`src/rtl/gpio_cfg_pkg.sv`:
```
// Shared definitions for the GPIO configuration chain loader: word layout,
// software reset word and the loader state encoding.
package gpio_cfg_pkg;

    localparam int CFG_BITS = 13;

    localparam int CFG_MGMT_ENA    = 12;
    localparam int CFG_OUTENB      = 11;
    localparam int CFG_HOLDOVER    = 10;
    localparam int CFG_INP_DIS     = 9;
    localparam int CFG_IB_MODE_SEL = 8;
    localparam int CFG_ANALOG_EN   = 7;
    localparam int CFG_ANALOG_SEL  = 6;
    localparam int CFG_ANALOG_POL  = 5;
    localparam int CFG_SLOW_SEL    = 4;
    localparam int CFG_VTRIP_SEL   = 3;
    localparam int CFG_DM_MSB      = 2;
    localparam int CFG_DM_LSB      = 0;

    // Management-owned, output disabled, digital mode 3'b011
    localparam logic [CFG_BITS-1:0] CFG_RESET_WORD = 13'h1803;

    typedef enum logic [2:0] {
        S_IDLE     = 3'd0,
        S_FETCH0   = 3'd1,
        S_FETCH1   = 3'd2,
        S_SHIFT_LO = 3'd3,
        S_SHIFT_HI = 3'd4,
        S_LOAD     = 3'd5,
        S_DONE     = 3'd6
    } loader_state_t;

endpackage

```
`src/rtl/gpio_serial_phase.sv`:
```
// Phase timer for the serial chain: counts CLK_DIV cycles within a state and
// flags the last one. Restarts whenever the loader changes state.
module gpio_serial_phase #(
    parameter int CLK_DIV = 1
) (
    input  logic clock,
    input  logic reset,
    input  logic clear,
    output logic phase_last
);

    localparam int CW = (CLK_DIV > 1) ? $clog2(CLK_DIV) : 1;

    logic [CW-1:0] cnt_q;
    logic [CW-1:0] cnt_d;

    assign phase_last = (cnt_q == CW'(CLK_DIV - 1));

    // Next count: restart on state entry or after the last phase cycle
    always_comb begin
        cnt_d = cnt_q;
        if (clear) begin
            cnt_d = '0;
        end else if (phase_last) begin
            cnt_d = '0;
        end else begin
            cnt_d = cnt_q + CW'(1);
        end
    end

    // Counter register
    always_ff @(posedge clock) begin
        if (reset) begin
            cnt_q <= '0;
        end else begin
            cnt_q <= cnt_d;
        end
    end

endmodule

```
`src/rtl/gpio_serial_loader.sv`:
```
// Shifts one configuration word per pad into the daisy-chained GPIO control
// blocks (far pad first, MSB first), then strobes a common load.
module gpio_serial_loader #(
    parameter int NUM_PADS = 38,
    parameter int CFG_BITS = gpio_cfg_pkg::CFG_BITS,
    parameter int CLK_DIV  = 1
) (
    input  logic                        clock,
    input  logic                        reset,
    input  logic                        start,
    output logic                        busy,
    output logic                        done,
    output logic [$clog2(NUM_PADS)-1:0] cfg_addr,
    input  logic [CFG_BITS-1:0]         cfg_data,
    output logic                        serial_clock,
    output logic                        serial_data,
    output logic                        serial_load
);

    import gpio_cfg_pkg::*;

    localparam int AW = $clog2(NUM_PADS);
    localparam int BW = (CFG_BITS > 1) ? $clog2(CFG_BITS) : 1;

    loader_state_t       state_q, state_d;
    logic [AW-1:0]       pad_idx_q, pad_idx_d;
    logic [BW-1:0]       bit_idx_q, bit_idx_d;
    logic [CFG_BITS-1:0] shreg_q, shreg_d;
    logic [AW-1:0]       addr_q, addr_d;
    logic                busy_q, busy_d;
    logic                done_q, done_d;
    logic                sclk_q, sclk_d;
    logic                sdata_q, sdata_d;
    logic                sload_q, sload_d;
    logic                phase_last_s;
    logic                state_change_s;

    assign state_change_s = (state_d != state_q);

    gpio_serial_phase #(.CLK_DIV(CLK_DIV)) u_phase (
        .clock      (clock),
        .reset      (reset),
        .clear      (state_change_s),
        .phase_last (phase_last_s)
    );

    // State, counters, shift register and all registered outputs
    always_ff @(posedge clock) begin
        if (reset) begin
            state_q   <= S_IDLE;
            pad_idx_q <= '0;
            bit_idx_q <= '0;
            shreg_q   <= '0;
            addr_q    <= '0;
            busy_q    <= 1'b0;
            done_q    <= 1'b0;
            sclk_q    <= 1'b0;
            sdata_q   <= 1'b0;
            sload_q   <= 1'b0;
        end else begin
            state_q   <= state_d;
            pad_idx_q <= pad_idx_d;
            bit_idx_q <= bit_idx_d;
            shreg_q   <= shreg_d;
            addr_q    <= addr_d;
            busy_q    <= busy_d;
            done_q    <= done_d;
            sclk_q    <= sclk_d;
            sdata_q   <= sdata_d;
            sload_q   <= sload_d;
        end
    end

    // Next state and datapath updates; start is only looked at in idle
    always_comb begin
        state_d   = state_q;
        pad_idx_d = pad_idx_q;
        bit_idx_d = bit_idx_q;
        shreg_d   = shreg_q;
        case (state_q)
            S_IDLE: begin
                if (start) begin
                    pad_idx_d = AW'(NUM_PADS - 1);
                    state_d   = S_FETCH0;
                end else begin
                    state_d = S_IDLE;
                end
            end
            S_FETCH0: state_d = S_FETCH1;
            S_FETCH1: begin
                shreg_d   = cfg_data;
                bit_idx_d = BW'(CFG_BITS - 1);
                state_d   = S_SHIFT_LO;
            end
            S_SHIFT_LO: begin
                if (phase_last_s) begin
                    state_d = S_SHIFT_HI;
                end else begin
                    state_d = S_SHIFT_LO;
                end
            end
            S_SHIFT_HI: begin
                if (phase_last_s) begin
                    shreg_d = {shreg_q[CFG_BITS-2:0], 1'b0};
                    if (bit_idx_q != '0) begin
                        bit_idx_d = bit_idx_q - BW'(1);
                        state_d   = S_SHIFT_LO;
                    end else if (pad_idx_q != '0) begin
                        pad_idx_d = pad_idx_q - AW'(1);
                        state_d   = S_FETCH0;
                    end else begin
                        state_d = S_LOAD;
                    end
                end else begin
                    state_d = S_SHIFT_HI;
                end
            end
            S_LOAD: begin
                if (phase_last_s) begin
                    state_d = S_DONE;
                end else begin
                    state_d = S_LOAD;
                end
            end
            S_DONE:  state_d = S_IDLE;
            default: state_d = S_IDLE;
        endcase
    end

    // Outputs decoded from the next state so they land in flops aligned with it
    always_comb begin
        busy_d  = (state_d != S_IDLE) && (state_d != S_DONE);
        done_d  = (state_d == S_DONE);
        sclk_d  = (state_d == S_SHIFT_HI);
        sload_d = (state_d == S_LOAD);
        if (state_d == S_FETCH0) begin
            addr_d = pad_idx_d;
        end else begin
            addr_d = addr_q;
        end
        // Data only moves on entry to the low phase, so it is stable across the rise
        if (state_d == S_SHIFT_LO) begin
            sdata_d = shreg_d[CFG_BITS-1];
        end else begin
            sdata_d = sdata_q;
        end
    end

    assign busy         = busy_q;
    assign done         = done_q;
    assign cfg_addr     = addr_q;
    assign serial_clock = sclk_q;
    assign serial_data  = sdata_q;
    assign serial_load  = sload_q;

endmodule

```
`config.mk`:
```
export PLATFORM = sky130hd
export DESIGN_NAME = gpio_serial_loader
export DESIGN_NICKNAME = d
export VERILOG_FILES = /design/src/rtl/gpio_cfg_pkg.sv /design/src/rtl/gpio_serial_phase.sv /design/src/rtl/gpio_serial_loader.sv
export SDC_FILE = /design/constraint.sdc
export NUM_CORES = 1
export LEC_CHECK = 0
export ABC_AREA = 1
export CELL_PAD_IN_SITES_DETAIL_PLACEMENT = 0
export CELL_PAD_IN_SITES_GLOBAL_PLACEMENT = 1
export CORE_UTILIZATION = 38
export CTS_CLUSTER_DIAMETER = 120
export DETAILED_ROUTE_END_ITERATION = 7
export PLACE_DENSITY = 0.79
export SETUP_SLACK_MARGIN = 0.15
export SLEW_MARGIN = 20
export SYNTH_ARGS = -nofsm -noshare
export SYNTH_HDL_FRONTEND = slang
export SYNTH_HIERARCHICAL = 1
export SYNTH_SLANG_ARGS = --single-unit
export TNS_END_PERCENT = 1
```
`constraint.sdc`:
```
create_clock -name clock -period 1.8 [get_ports clock]
set_input_delay 0.54 -clock clock [delete_from_list [all_inputs] [get_ports clock]]
set_output_delay 0.54 -clock clock [all_outputs]
set_load 0.01 [all_outputs]
```
==> impl_metrics.env <==
export IMPL_outcome="complete, no violations"
export IMPL_io_pins=27
export IMPL_finalClockSkew_ns=0.004038
export IMPL_path_delay_family="buffers and inverters"
export IMPL_cp_max_fo=2
export IMPL_wl_mm=3.831
export IMPL_worstSkewPairLatency_ns=0.28
export IMPL_grt_usage_pct=16.45
export IMPL_cp_required_ns=1.26
export IMPL_finalCritPeriodShare_pct=94.29
export IMPL_postLayoutCellArea_sq_um=2333
export IMPL_crit_arrival_ns=1.16
export IMPL_dpl_hpwl_mm=2.829
export IMPL_clock_sinks=38
export IMPL_setup_viol=0
export IMPL_grt_pass1_wl_mm=6.630
export IMPL_holdCritPathClass="reg -> reg"
export IMPL_setup_slack_ns=0.1028
export IMPL_antenna_found_initial=0
export IMPL_drt_iter0_drc=94
export IMPL_post_cts_buffers=0
export IMPL_worst_path_buf_inv=1
export IMPL_cts_max_path_buffers=2
export IMPL_critical_path_max_stage_delay_ns=0.55
export IMPL_viasPerCell=4.507
export IMPL_dieArea_sq_um=5197
export IMPL_place_area_sq_um=2241
export IMPL_postLayoutCoreUtil_pct=49.40
export IMPL_core_area_sq_um=4723
export IMPL_clk_pin_slew_ns=0.07
export IMPL_syn_inst=262
export IMPL_layout_min_cycle_time_ns=1.697
export IMPL_rsz0062_at_grt="yes"
export IMPL_die_width_microns=72.09
export IMPL_grt_pass1_vias=1501
export IMPL_cp_slowest_cell="clkdlybuf4s50_1"
export IMPL_cts_buffers=5
export IMPL_grt_max_degree=23
export IMPL_gp_congestion=0.7795
export IMPL_cap_violations=0
export IMPL_final_hold_viol_count=0
export IMPL_initial_core_util_pct=39.52
export IMPL_vdd_ir_drop_max_v=0.0005455
export IMPL_power_w=0.002290
export IMPL_clock_fmax_mhz=589.2
export IMPL_drcViolationCount=0
export IMPL_powerDensity_nw_per_um2=981.5
export IMPL_synth_avg_cell_area_sq_um=7.125
export IMPL_drv_slew=0
export IMPL_rows=25
export IMPL_avgRoutedWirePerCell_microns=10.55
export IMPL_startpoint_type="flop"
export IMPL_antenna_cells=0
export IMPL_dr_pass1_iters=4
export IMPL_io_buffers=26
export IMPL_drive_gt1_share_pct=11.82
export IMPL_root_buffer="clkbuf_8"
export IMPL_htreeDepth=2
export IMPL_syn_num_nets=281
export IMPL_tritoncts="yes"
export IMPL_crit_type="reg -> out"
export IMPL_overflow=0
export IMPL_yosys_warnings=6
export IMPL_worstSetupEndpointType="output port"
export IMPL_netlist_area_sq_um=1867
export IMPL_dp_slack_ns=-0.05253
export IMPL_nFillCells=509
export IMPL_areaGrowthSynthToFinish_pct=25.00
export IMPL_fp_dieH_microns=72.09
export IMPL_vias=1636
export IMPL_worstPathCellList="clkdlybuf4s50_1"
export IMPL_ant_nets=0
export IMPL_power_leakage_nw=1.039
export IMPL_fin_nets=314
export IMPL_hold_ws_ns=0.4696
==> power by group <==
| group | internal (W) | switching [W] |
|---|---|---|
| Combinational | 0.000297 | 0.000397 |
| Clock | 0.000309 | 0.000289 |
| Sequential | 0.000935 | 0.0000630 |
==> sequential cells by signal, indices dropped and copies added, names as in the netlist, 3 cells and up <==
name       count
shreg_q       13
state_q        3
pad_idx_q      6
bit_idx_q      4
cfg_addr       6
==> routing by layer <==
layer / wire [microns] / part of all wire, % / GRT usage (%)
met2: 1746 / 46 / 25.86
met4: 40 / 1.0 / 6.536
met3: 112 / 2.9 / 3.750
met1: 1933 / 50 / 21.84
met5: 0 / 0 / 0
==> area by class of cell <==
class / count / area (sq um) / area share (%)
multi-input cells: 181 / 914.6 / 39.20
flip-flops and latches: 38 / 760.7 / 32.60
repair buffers: 34 / 346.6 / 14.85
inverters: 35 / 136.4 / 5.845
clock buffers: 7 / 86.33 / 3.700
well taps: 67 / 83.83 / 3.592
clock inverters: 1 / 5.005 / 0.2145
==> cell usage in the layout (no fill, tap or decap), types with 6 or more instances in the layout <==
cell type	n
inv_1	31
nand3_1	14
clkdlybuf4s50_1	24
a31oi_1	14
clkbuf_8	6
buf_4	6
o21ai_0	8
nand2_1	74
nor2_1	31
a21oi_1	10
dfxtp_1	38
==> path summary, 6_finish.rpt <==
path / startpoint / end / slack (ns) / depth (start not counted)
worst max-delay path: cfg_addr[5]$_SDFFE_PP0N_ / cfg_addr[5] / 0.10 / 1
worst min-delay path: shreg_q[0]$_SDFFE_PP0P_ / shreg_q[0]$_SDFFE_PP0P_ / 0.47 / 2
worst max register to register: bit_idx_q[0]$_SDFFE_PP0P_ / cfg_addr[5]$_SDFFE_PP0N_ / 0.18 / 10
worst min register to register: shreg_q[0]$_SDFFE_PP0P_ / shreg_q[0]$_SDFFE_PP0P_ / 0.47 / 2
==> stage by stage <==
| step | TNS, ns | instances |
|---|---|---|
| 5_1_grt | 0 | 363 |
| 3_5_place_dp | -0.1949 | 355 |
| 4_1_cts | 0 | 363 |
| 2_1_floorplan | 0 | 262 |
| 3_3_place_gp | -0.07838 | 355 |
| 6_report | 0 | 363 |
==> repair_timing <==
action,CTS,global route
gates cloned,0,0
resized for setup,1,2
hold buffers,0,0
endpoints found under the setup margin,11,25
(Power assumes the default switching activity.)
